$ cat src/rtl/sipo_frame_ctrl.sv
// Framed serial receiver: start bit, WIDTH data bits (MSB first), held parallel output with valid/ready.
// Define SIPO_FRAME_PARITY_EN to add a trailing even-parity bit and drive parity_err.
module sipo_frame_ctrl #(
  parameter int WIDTH = 4
) (
  input  logic             clk,
  input  logic             rst,
  input  logic             in,
  input  logic             en,
  output logic [WIDTH-1:0] q,
  output logic             q_valid,
  input  logic             q_ready,
  output logic             busy,
  output logic             overrun,
  output logic             parity_err
);

  localparam int CNT_W = $clog2(WIDTH);
  localparam logic [CNT_W-1:0] LAST = CNT_W'(WIDTH - 1);

  typedef enum logic [1:0] {IDLE, SHIFT, PAR, DONE} state_t;

  state_t           state, state_nxt;
  logic [WIDTH-1:0] sr;
  logic [CNT_W-1:0] cnt;
  logic             start, shift_en, xfer, out_free;

  always_ff @(posedge clk) begin
    if (rst) state <= IDLE;
    else     state <= state_nxt;
  end

  always_comb begin
    state_nxt = state;
    case (state)
      IDLE:  if (en && in) state_nxt = SHIFT;
      SHIFT: begin
        if (en && (cnt == LAST)) begin
`ifdef SIPO_FRAME_PARITY_EN
          state_nxt = PAR;
`else
          state_nxt = DONE;
`endif
        end
      end
      PAR:   if (en) state_nxt = DONE;
      DONE:  state_nxt = IDLE;
      default: state_nxt = IDLE;
    endcase
  end

  always_comb begin
    busy     = (state != IDLE);
    start    = (state == IDLE) && en && in;
    shift_en = (state == SHIFT) && en;
    xfer     = (state == DONE);
    out_free = !q_valid || q_ready;
  end

  // Shift path: counter restarts on every accepted start bit
  always_ff @(posedge clk) begin
    if (rst) begin
      sr  <= '0;
      cnt <= '0;
    end else if (start) begin
      cnt <= '0;
    end else if (shift_en) begin
      sr  <= {sr[WIDTH-2:0], in};
      cnt <= cnt + 1'b1;
    end
  end

  // Output register: DONE loads when free, otherwise the word is dropped and overrun pulses
  always_ff @(posedge clk) begin
    if (rst) begin
      q       <= '0;
      q_valid <= 1'b0;
      overrun <= 1'b0;
    end else begin
      overrun <= 1'b0;
      if (xfer) begin
        if (out_free) begin
          q       <= sr;
          q_valid <= 1'b1;
        end else begin
          overrun <= 1'b1;
        end
      end else if (q_valid && q_ready) begin
        q_valid <= 1'b0;
      end
    end
  end

`ifdef SIPO_FRAME_PARITY_EN
  logic par_bit;

  always_ff @(posedge clk) begin
    if (rst)                      par_bit <= 1'b0;
    else if (state == PAR && en)  par_bit <= in;
  end

  // Even parity over data plus parity bit; updated only alongside q
  always_ff @(posedge clk) begin
    if (rst)                   parity_err <= 1'b0;
    else if (xfer && out_free) parity_err <= (^sr) ^ par_bit;
  end
`else
  assign parity_err = 1'b0;
`endif

endmodule

$ cat config.mk
export PLATFORM = sky130hd
export DESIGN_NAME = sipo_frame_ctrl
export DESIGN_NICKNAME = d
export VERILOG_FILES = /design/src/rtl/sipo_frame_ctrl.sv
export SDC_FILE = /design/constraint.sdc
export NUM_CORES = 1
export LEC_CHECK = 0
export ABC_AREA = 0
export BUFFER_PORTS_ARGS = -buffer_cell sky130_fd_sc_hd__buf_4
export CORE_UTILIZATION = 50
export DETAILED_ROUTE_END_ITERATION = 6
export PLACE_DENSITY_LB_ADDON = 0.08
export SKIP_LAST_GASP = 1
export SLEW_MARGIN = 20
export SYNTH_ARGS = -nofsm -noshare
export SYNTH_HDL_FRONTEND = slang
export SYNTH_SLANG_ARGS = --single-unit
$ cat constraint.sdc
create_clock -name clk -period 2.1 [get_ports clk]
set_input_delay 0.42 -clock clk [delete_from_list [all_inputs] [get_ports clk]]
set_output_delay 0.42 -clock clk [all_outputs]
set_load 0.005 [all_outputs]
* Word-level counts from Yosys, hierarchy flattened
Index checks and enable logic that the tools add are counted.
Cells by class: equal/unequal tests 8, bitwise logic cells 2, reduce and logical (&&, ||, !) cells 17, add/sub/neg operators 1, muxes and demuxes 8
Operators with widths (number):
- $pmux 2 s4 | 1
- $eq 2x2->1 const B | 3
- $logic_and 1x1->1 | 6
- $mux 2 | 3
- $ne 2x2->1 const B | 3
- $reduce_and 2->1 | 3
- $mux 1 | 4
- $reduce_bool 2->1 | 2
- $reduce_or 2->1 | 2
- $reduce_and 3->1 | 1
- $add 2x1->2 const B | 1
- $eq 2x1->1 const B | 1
- $logic_not 2->1 | 1
- $ne 2x1->1 const B | 1
- $not 1->1 | 2
- $logic_not 1->1 | 1
- $logic_or 1x1->1 | 1
Storage, ports and cells: input bits 5, output and inout bits 8, word-level logic and storage cells 42, register bits 14

* Depth between registers and ports, before layout
Gate-level depths: netlist of the first run.
word-level depth 5, depth in mapped cells 6, gate-level depth less buffers 5

* Least setup slack after synthesis of the first run
No wires, ideal clock.
path kind reg2reg, start point reg state[1], end point reg state[0], required time 1.977 ns, library setup time 0.123 ns, arrival time 1.508 ns, path buffers 1, period minus slack after synthesis 1.631 ns, slack 0.469 ns, stages on the path, launching flop included 6, cells stage by stage dfxtp_1 inv_1 ha_1 buf_4 a222oi_1 mux2_1
Between the ends: longest elaborated chain between the ends 3, elaborated cells on any way between the ends 9, those cells by class 6 x eq/ne; 1 x mux; 2 x reduce/logical
Ends and longest elaborated chain:
- from (decl) | line 23 | state_t state, state_nxt;
- from (signal assigned) | line 30 | else state <= state_nxt;
- $eq 2x1->1 (tied with other cells) | line 35 | case (state)
- $ne 2x2->1 (no line)
- $reduce_and 3->1 (no line)
Parallel ways exist; a longest one is shown, timed or not. A chain may end at the register's enable or synchronous reset.

* Worst setup path after layout of the first run
Ends and elaborated chain as after synthesis.

==> results of run 1 <==
-- through the flow --
stage	hold slack (ns)	cells	total power, mW	utilization (%)	worst slack [ns]
5_1_grt	0.409	102	0.805	66.0	0.252
4_1_cts	0.398	102	0.758	66.0	0.360
2_1_floorplan	0.440	77	0.499	-	0.469
6_report	0.410	102	0.749	66.0	0.372
3_3_place_gp	0.465	98	0.550	62.9	0.414
3_5_place_dp	0.469	98	0.556	62.9	0.373
-- routing by layer --
layer	vias to the layer above	GRT usage, %	share of wire (%)
met4	0	10.3	2.6
met2	9	27.5	44
li1	292	-	-
met3	3	5.23	2.2
met1	260	25.4	51
met5	-	0	0
-- synthesized netlist by cell type --
master,instances
nand2_1,3
dfxtp_1,14
mux2_1,1
nor2b_1,1
nor3_1,2
buf_4,2
buf_6,1
nand2b_1,3
nor2_1,3
ha_1,6
a222oi_1,1
a31oi_1,1
mux2i_1,1
clkbuf_1,1
nand2_2,1
a21oi_1,11
nand3_1,4
or3_1,1
inv_1,5
nand4_1,4
conb_1,1
o21ai_0,9
and2_1,1
-- cell type report --
| class | instances | area share [%] |
|---|---|---|
| clock buffers | 4 | 4.69 |
| inverters | 5 | 2.43 |
| multi-input cells | 54 | 43.7 |
| flip-flops and latches | 14 | 36.2 |
| well taps | 14 | 2.27 |
| repair buffers | 11 | 10.7 |
-- kinds of logic (layout without fill, tap and decap cells) --
| group | after synthesis | after routing | synth area share, % |
|---|---|---|---|
| and+or+nand+nor | 23 | 23 | 18.2 |
| AOI/OAI and AO/OA | 22 | 22 | 17.4 |
| DFF | 14 | 14 | 42.0 |
| buffers and inverters | 9 | 20 | 7.32 |
| adders and majority gates | 6 | 6 | 11.3 |
| muxes | 2 | 2 | 3.19 |
| other | 1 | 1 | 0.562 |
-- worst max-delay path: stages (launching register included) --
cell	delay, ns
dfxtp_1	0.40
inv_1	0.09
ha_1	0.28
a222oi_1	0.49
mux2_1	0.36
-- power by group --
| part | internal [mW] | leakage [nW] | switching (mW) |
|---|---|---|---|
| registers | 0.292 | 0.113 | 0.0244 |
| clock network | 0.106 | 0.0210 | 0.0900 |
| logic | 0.100 | 0.187 | 0.137 |
-- worst min-delay path by stage --
stage	endpoint	slack (ns)	from	depth (start not counted)
finish	cnt[1]	0.41	rst	2
global route	cnt[1]	0.41	rst	2
CTS	sr[2]	0.40	rst	2
detailed placement	q[3]	0.47	sr[3]	2
global placement	q[1]	0.47	q[1]	2
floorplan	q[3]	0.44	sr[3]	2
-- registers in the layout, summed over array words and instances (netlist names) --
| signal | count |
|---|---|
| q | 4 |
| cnt | 2 |
| state | 2 |
| q_valid | 1 |
| overrun | 1 |
| sr | 4 |
==> results.yml, run 1 <==
status:
  status: "completed"
finish:
  drive_gt1_share_pct: 18.2
  nNetsFinal: 100
  diodes: 0
  seqCellArea_um2: 280
  mostFrequentLayoutCell: "dfxtp_1"
  final_area_um2: 773
  area_delta_synth_final_pct: 15.9
  fill_cells: 104
  multi_input_area_um2: 338
  mostFrequentLayoutCells: "14 x dfxtp_1, 11 x a21oi_1, 11 x buf_4, 9 x o21ai_0, 6 x ha_1"
global_routing:
  grt_overflow_total: 0
  grt_max_degree: 17
  antenna_found_initial: 0
  grt_pass1_wl_um: 1900
  grt_usage_pct: 19.1
  first_global_vias: 485
drt:
  wl_um: 1160
  drc: 0
  viasPerCell: 5.53
  wire_per_inst_um: 11.3
  final_antenna_net_count: 0
  drt_iter0_drc: 16
  dr.pass1.iters: 4
  vias: 564
cts:
  cts_root_buf: "clkbuf_4"
  cts_tree: "built"
  cts_buffer_depth: 2
  postCtsSetupBuffers: 0
  post_cts_resized: 0
  cts-buffers-inserted: 3
  clk_latency_ns: 0.28
  cts_sinks: 14
  clk_pin_slew_ns: 0.09
  holdBufCountCts: 0
  htree_levels: 1
worst_setup_path:
  r2r_cells: 4
  arrival_ns: 1.91
  cp_max_fo: 8
  timing.critical_path.from: "state[1]"
  cp-start-kind: "register"
  endpoint_kind: "register"
  crit-reg2reg-launch: "state[1]"
  reg2reg_slack_ns: 0.37
  r2r-end: "state[0]"
  crit_type: "register to register"
  worstSetupEndpoint: "state[0]"
  required_ns: 2.28
logic_synthesis:
  ys_ff_latch: 14
  yosysSeqAreaShare_pct: 42.0
  avgSynthCellArea_um2: 8.66
  syn_area_um2: 667
  yosys-top-cells-area: "dfxtp_1 42%, ha_1 11%, a21oi_1 8.3%"
  synth_nets: 88
  synth_top_area_share_pct: 42.0
  yosys_warnings: 0
  syn_inst: 77
  yosysTopAreaCell: "dfxtp_1"
  synth_cell_type_count: 23
sta:
  setup_violations: 0
  hold_viol: 0
  period_minus_slack_ns: 1.73
  min_period_over_period_pct: 82.3
  grt_setup_unrepaired: "false"
  fin_skew_ns: 0.00244
  maxSlewViolCount: 0
  setup_tns_ns: 0
  max_freq_mhz: 579
place:
  numPortBuffers: 11
  hpwl_um: 834
  gp_routability_congestion: 0.756
  post_dp_cell_area_um2: 737
power_and_ir_drop:
  leakagePower_nw: 0.321
  vdd_ir_drop_max_uv: 655
  powerDensity_nw_per_um2: 969
run:
  maxCapViolCount: 0
floorplan:
  die_area_um2: 1480
  rows: 12
  io_pins: 13
  coreArea_um2: 1170
  die_x_um: 38.5
  start_util_pct: 56.9
  fp.dieH_um: 38.5
worst_hold_path:
  hold_path.class: "primary input to register"
(Power assumes the default switching activity.)
==> run 2, diff against run 1 <==
Settings changed: CORE_UTILIZATION 50 to 46.
Clock period 2.1 ns to 1.4 ns, I/O delays scaled along.
==> results.yml, run 2 (synthesis results as in run 1) <==
sta:
  fin_skew_ns: 0.000903
  setup_violations: 1
  maxSlewViolCount: 0
  setup_ws_ns: -0.0766
  period_minus_slack_ns: 1.48
  hold_viol: 0
  max_freq_mhz: 677
  min_period_over_period_pct: 105
  grt_setup_unrepaired: "true"
worst_setup_path:
  cp_max_fo: 2
  cpLargestDelayFamily: "multiplexers"
  crit_type: "register to register"
  path_cells: "buf_6, ha_4, a222oi_1, mux2_2"
  endpoint_kind: "register"
  required_ns: 1.56
  cp-start-kind: "register"
  cp_slowest_cell: "mux2_2"
  worst-path-buf-inv: 1
  arrival_ns: 1.63
  cpPeakStageDelay_ns: 0.39
floorplan:
  start_util_pct: 50.6
  fp.dieH_um: 40.1
  die_area_um2: 1610
  die_x_um: 40.1
  io_pins: 13
  coreArea_um2: 1320
  rows: 13
power_and_ir_drop:
  p_clk_share_pct: 16.2
  powerDensity_nw_per_um2: 1540
  intPower_mw: 0.915
  vdd_ir_drop_max_uv: 870
  leakagePower_nw: 0.365
  p_sw_share_pct: 32.4
  p_seq_share_pct: 34.8
  switchingPower_mw: 0.439
  combPwrFrac_pct: 49.0
global_routing:
  antenna_found_initial: 0
  grt_usage_pct: 18.5
  grt_overflow_total: 0
  grt_pass1_wl_um: 1990
  grt_max_degree: 17
  first_global_vias: 473
finish:
  reg.largest.list: "q x4, sr x4"
  final_area_um2: 880
  area_delta_synth_final_pct: 31.9
  diodes: 0
  mostFrequentLayoutCell: "buf_4"
  drive_gt1_share_pct: 36.1
  mostFrequentLayoutCells: "18 x buf_4, 12 x dfxtp_1, 11 x a21oi_1, 9 x o21ai_0"
  nNetsFinal: 110
cts:
  cts_root_buf: "clkbuf_4"
  cts-buffers-inserted: 3
  cts_buffer_depth: 2
  clk_pin_slew_ns: 0.08
  clk_latency_ns: 0.27
  cts_tree: "built"
  holdBufCountCts: 0
  cts_sinks: 14
  htree_levels: 1
run:
  maxCapViolCount: 0
place:
  gp_routability_congestion: 0.687
  dp_slack_ns: -0.0769
  numPortBuffers: 11
  hpwl_um: 965
  post_dp_cell_area_um2: 816
drt:
  drc: 0
  drt_iter0_drc: 23
  final_antenna_net_count: 0
  dr.pass1.iters: 4
  viasPerCell: 5.36
  wire_per_inst_um: 11.4
  vias: 600
  wl_um: 1270
worst_hold_path:
  hold_path.class: "primary input to register"
status:
  status: "complete, but fails checks"
  failed_checks: "setup timing"
run 2: metrics by stage:
step           hold slack (ns)  total power [mW]  TNS [ns]  utilization (%)  instances
6_report                 0.288              1.35   -0.0766             66.8        112
5_1_grt                  0.295              1.46    -0.248             66.8        112
4_1_cts                  0.280              1.26   -0.0757             64.7        110
3_5_place_dp             0.470              1.01   -0.0769             61.9        107
3_3_place_gp             0.464             0.997   -0.0143             61.9        107
2_1_floorplan            0.357             0.794    -0.113                -         77
run 2: cell type report:
| type | instances | area, um2 |
|---|---|---|
| Sequential cell | 14 | 283 |
| Inverter | 5 | 18.8 |
| Multi-Input combinational cell | 54 | 368 |
| Timing Repair Buffer | 21 | 169 |
| Fill cell | 109 | 438 |
| Clock buffer | 3 | 22.5 |
| Tap cell | 15 | 18.8 |
run 2: timing repair:
item,in CTS,in global routing
endpoints found under the setup margin,3,5
pin swaps,0,3
gates resized for setup,3,5
setup buffers,0,2
run 2: worst paths after layout:
kind / from / end / slack [ns] / cells past startpoint
worst max-delay path: state[0] / state[0] / -0.08 / 4
worst min register to register: q[1] / q[1] / 0.48 / 2
worst max register to register: state[0] / state[0] / -0.08 / 4
worst min-delay path: rst / q[2] / 0.29 / 2
run 2: metal layers:
metal,GRT usage (%),vias up,part of all wire [%]
met2,27.8,15,47
li1,-,311,-
met1,25.7,272,47
met5,0,-,0
met4,5.17,0,0.39
met3,5.00,2,4.9
run 2: power groups by stage:
| stage | combinational [mW] | sequential (mW) | clock (mW) |
|---|---|---|---|
| global placement | 0.522 | 0.475 | 0 |
| finish | 0.663 | 0.471 | 0.220 |
| detailed placement | 0.528 | 0.480 | 0 |
| CTS | 0.564 | 0.472 | 0.223 |
| global route | 0.742 | 0.476 | 0.237 |
| floorplan | 0.301 | 0.493 | 0 |
==> run 3, diff against run 2 <==
Settings changed: BUFFER_PORTS_ARGS -buffer_cell sky130_fd_sc_hd__buf_4 to -buffer_cell sky130_fd_sc_hd__buf_2.
==> results.yml, run 3 (synthesis results as in run 1) <==
worst_setup_path:
  worst-path-buf-inv: 1
  cpLargestDelayFamily: "flip-flops"
  worst-path-stages: 5
  cp-start-kind: "register"
  required_ns: 1.56
  cp_max_fo: 3
  crit_type: "register to register"
  r2r_cells: 5
  reg2reg_slack_ns: -0.05
  timing.critical_path.from: "cnt[0]"
  path_cells: "ha_2, nand2_2, a222oi_1, buf_4, mux2_1"
  arrival_ns: 1.62
  cp_slowest_cell: "dfxtp_2"
  endpoint_kind: "register"
  cpPeakStageDelay_ns: 0.35
  crit-reg2reg-launch: "cnt[0]"
  r2r-end: "state[0]"
worst_hold_path:
  hp-start: "rst"
  holdPathStages: 3
  hold_path.class: "primary input to register"
  holdPathEnd: "state[1]"
power_and_ir_drop:
  vdd_ir_drop_max_uv: 779
  p_sw_share_pct: 33.5
  p_clk_share_pct: 17.0
  switchingPower_mw: 0.431
  leakagePower_nw: 0.358
  powerDensity_nw_per_um2: 1510
  intPower_mw: 0.856
  combPwrFrac_pct: 46.3
  p_seq_share_pct: 36.7
sta:
  setup_violations: 1
  setup_tns_ns: -0.0534
  min_period_over_period_pct: 104
  max_freq_mhz: 688
  fin_skew_ns: 0.00208
  maxSlewViolCount: 0
  setup_ws_ns: -0.0534
  grt_setup_unrepaired: "true"
  period_minus_slack_ns: 1.45
  hold_viol: 0
floorplan:
  coreArea_um2: 1320
  fp.dieH_um: 40.1
  die_area_um2: 1610
  start_util_pct: 50.6
  die_x_um: 40.1
  rows: 13
  io_pins: 13
drt:
  final_antenna_net_count: 0
  drt_iter0_drc: 12
  drc: 0
  viasPerCell: 5.18
  wire_per_inst_um: 12.0
  vias: 580
  wl_um: 1340
  dr.pass1.iters: 4
cts:
  cts_root_buf: "clkbuf_4"
  cts_sinks: 14
  cts_buffer_depth: 2
  clk_latency_ns: 0.27
  htree_levels: 1
  cts_tree: "built"
  cts-buffers-inserted: 3
  clk_pin_slew_ns: 0.08
global_routing:
  grt_overflow_total: 0
  antenna_found_initial: 0
  grt_pass1_wl_um: 2040
  grt_usage_pct: 19.5
  grt_max_degree: 13
  first_global_vias: 480
finish:
  area_delta_synth_final_pct: 27.6
  fill_cells: 125
  drive_gt1_share_pct: 38.1
  reg.largest.list: "q x4, sr x4"
  post-route-util_pct: 64.6
  mostFrequentLayoutCells: "11 x a21oi_1, 11 x dfxtp_1, 11 x buf_2, 9 x o21ai_0, 9 x buf_4"
  diodes: 0
  nNetsFinal: 110
place:
  dp_slack_ns: -0.0394
  gp_routability_congestion: 0.723
  numPortBuffers: 11
  hpwl_um: 968
run:
  maxCapViolCount: 0
status:
  failed_checks: "setup timing"
  status: "complete, but fails checks"
-- run 3: through the flow --
stage          power [mW]  cell area [um2]  hold slack, ns  cells
2_1_floorplan       0.794              688           0.357     77
3_3_place_gp        0.986              796           0.461    108
3_5_place_dp        0.996              796           0.468    108
4_1_cts              1.25              833           0.329    111
5_1_grt              1.38              851           0.335    112
6_report             1.29              851           0.331    112
-- run 3: final cells by class --
class | count | area [um2] | share of cell area, %
clock buffer | 3 | 22.5 | 2.65
inverter | 5 | 18.8 | 2.21
multi-input combinational | 54 | 373 | 43.8
sequential | 14 | 284 | 33.4
tap | 15 | 18.8 | 2.21
timing repair buffer | 21 | 134 | 15.7
-- run 3: worst max-delay path by stage --
stage,endpoint,slack [ns]
2_1_floorplan,state[0],-0.11
3_3_place_gp,state[0],-0.01
3_5_place_dp,state[0],-0.04
4_1_cts,busy,-0.03
5_1_grt,state[0],-0.09
6_report,state[0],-0.05
-- run 3: worst reg2reg max path, stage by stage (launching register included) --
cell      delay (ns)
dfxtp_2         0.35
ha_2            0.18
nand2_2         0.05
a222oi_1        0.29
buf_4           0.17
mux2_1          0.30
-- run 3: routing by layer --
metal | track usage [%] | vias to the layer above | share of wire (%)
met2 | 31.5 | 7 | 47
met1 | 23.5 | 260 | 49
met5 | 0 | - | 0
li1 | - | 311 | -
met4 | 5.17 | 0 | 0.45
met3 | 8.33 | 2 | 3.6
-- run 3: repair_timing --
| item | CTS | global route |
|---|---|---|
| endpoints found under the hold margin | 0 | 0 |
| endpoints found under the setup margin | 3 | 6 |
| hold buffers | 0 | 0 |
| buffers inserted | 0 | 1 |
| gates resized for setup | 3 | 5 |
-- run 3: power groups by stage --
stage               Clock [mW]  Combinational (mW)  Sequential, mW
finish                   0.219               0.596           0.472
detailed placement           0               0.517           0.479
floorplan                    0               0.301           0.493
global route             0.239               0.664           0.477
global placement             0               0.511           0.475
CTS                      0.227               0.550           0.473
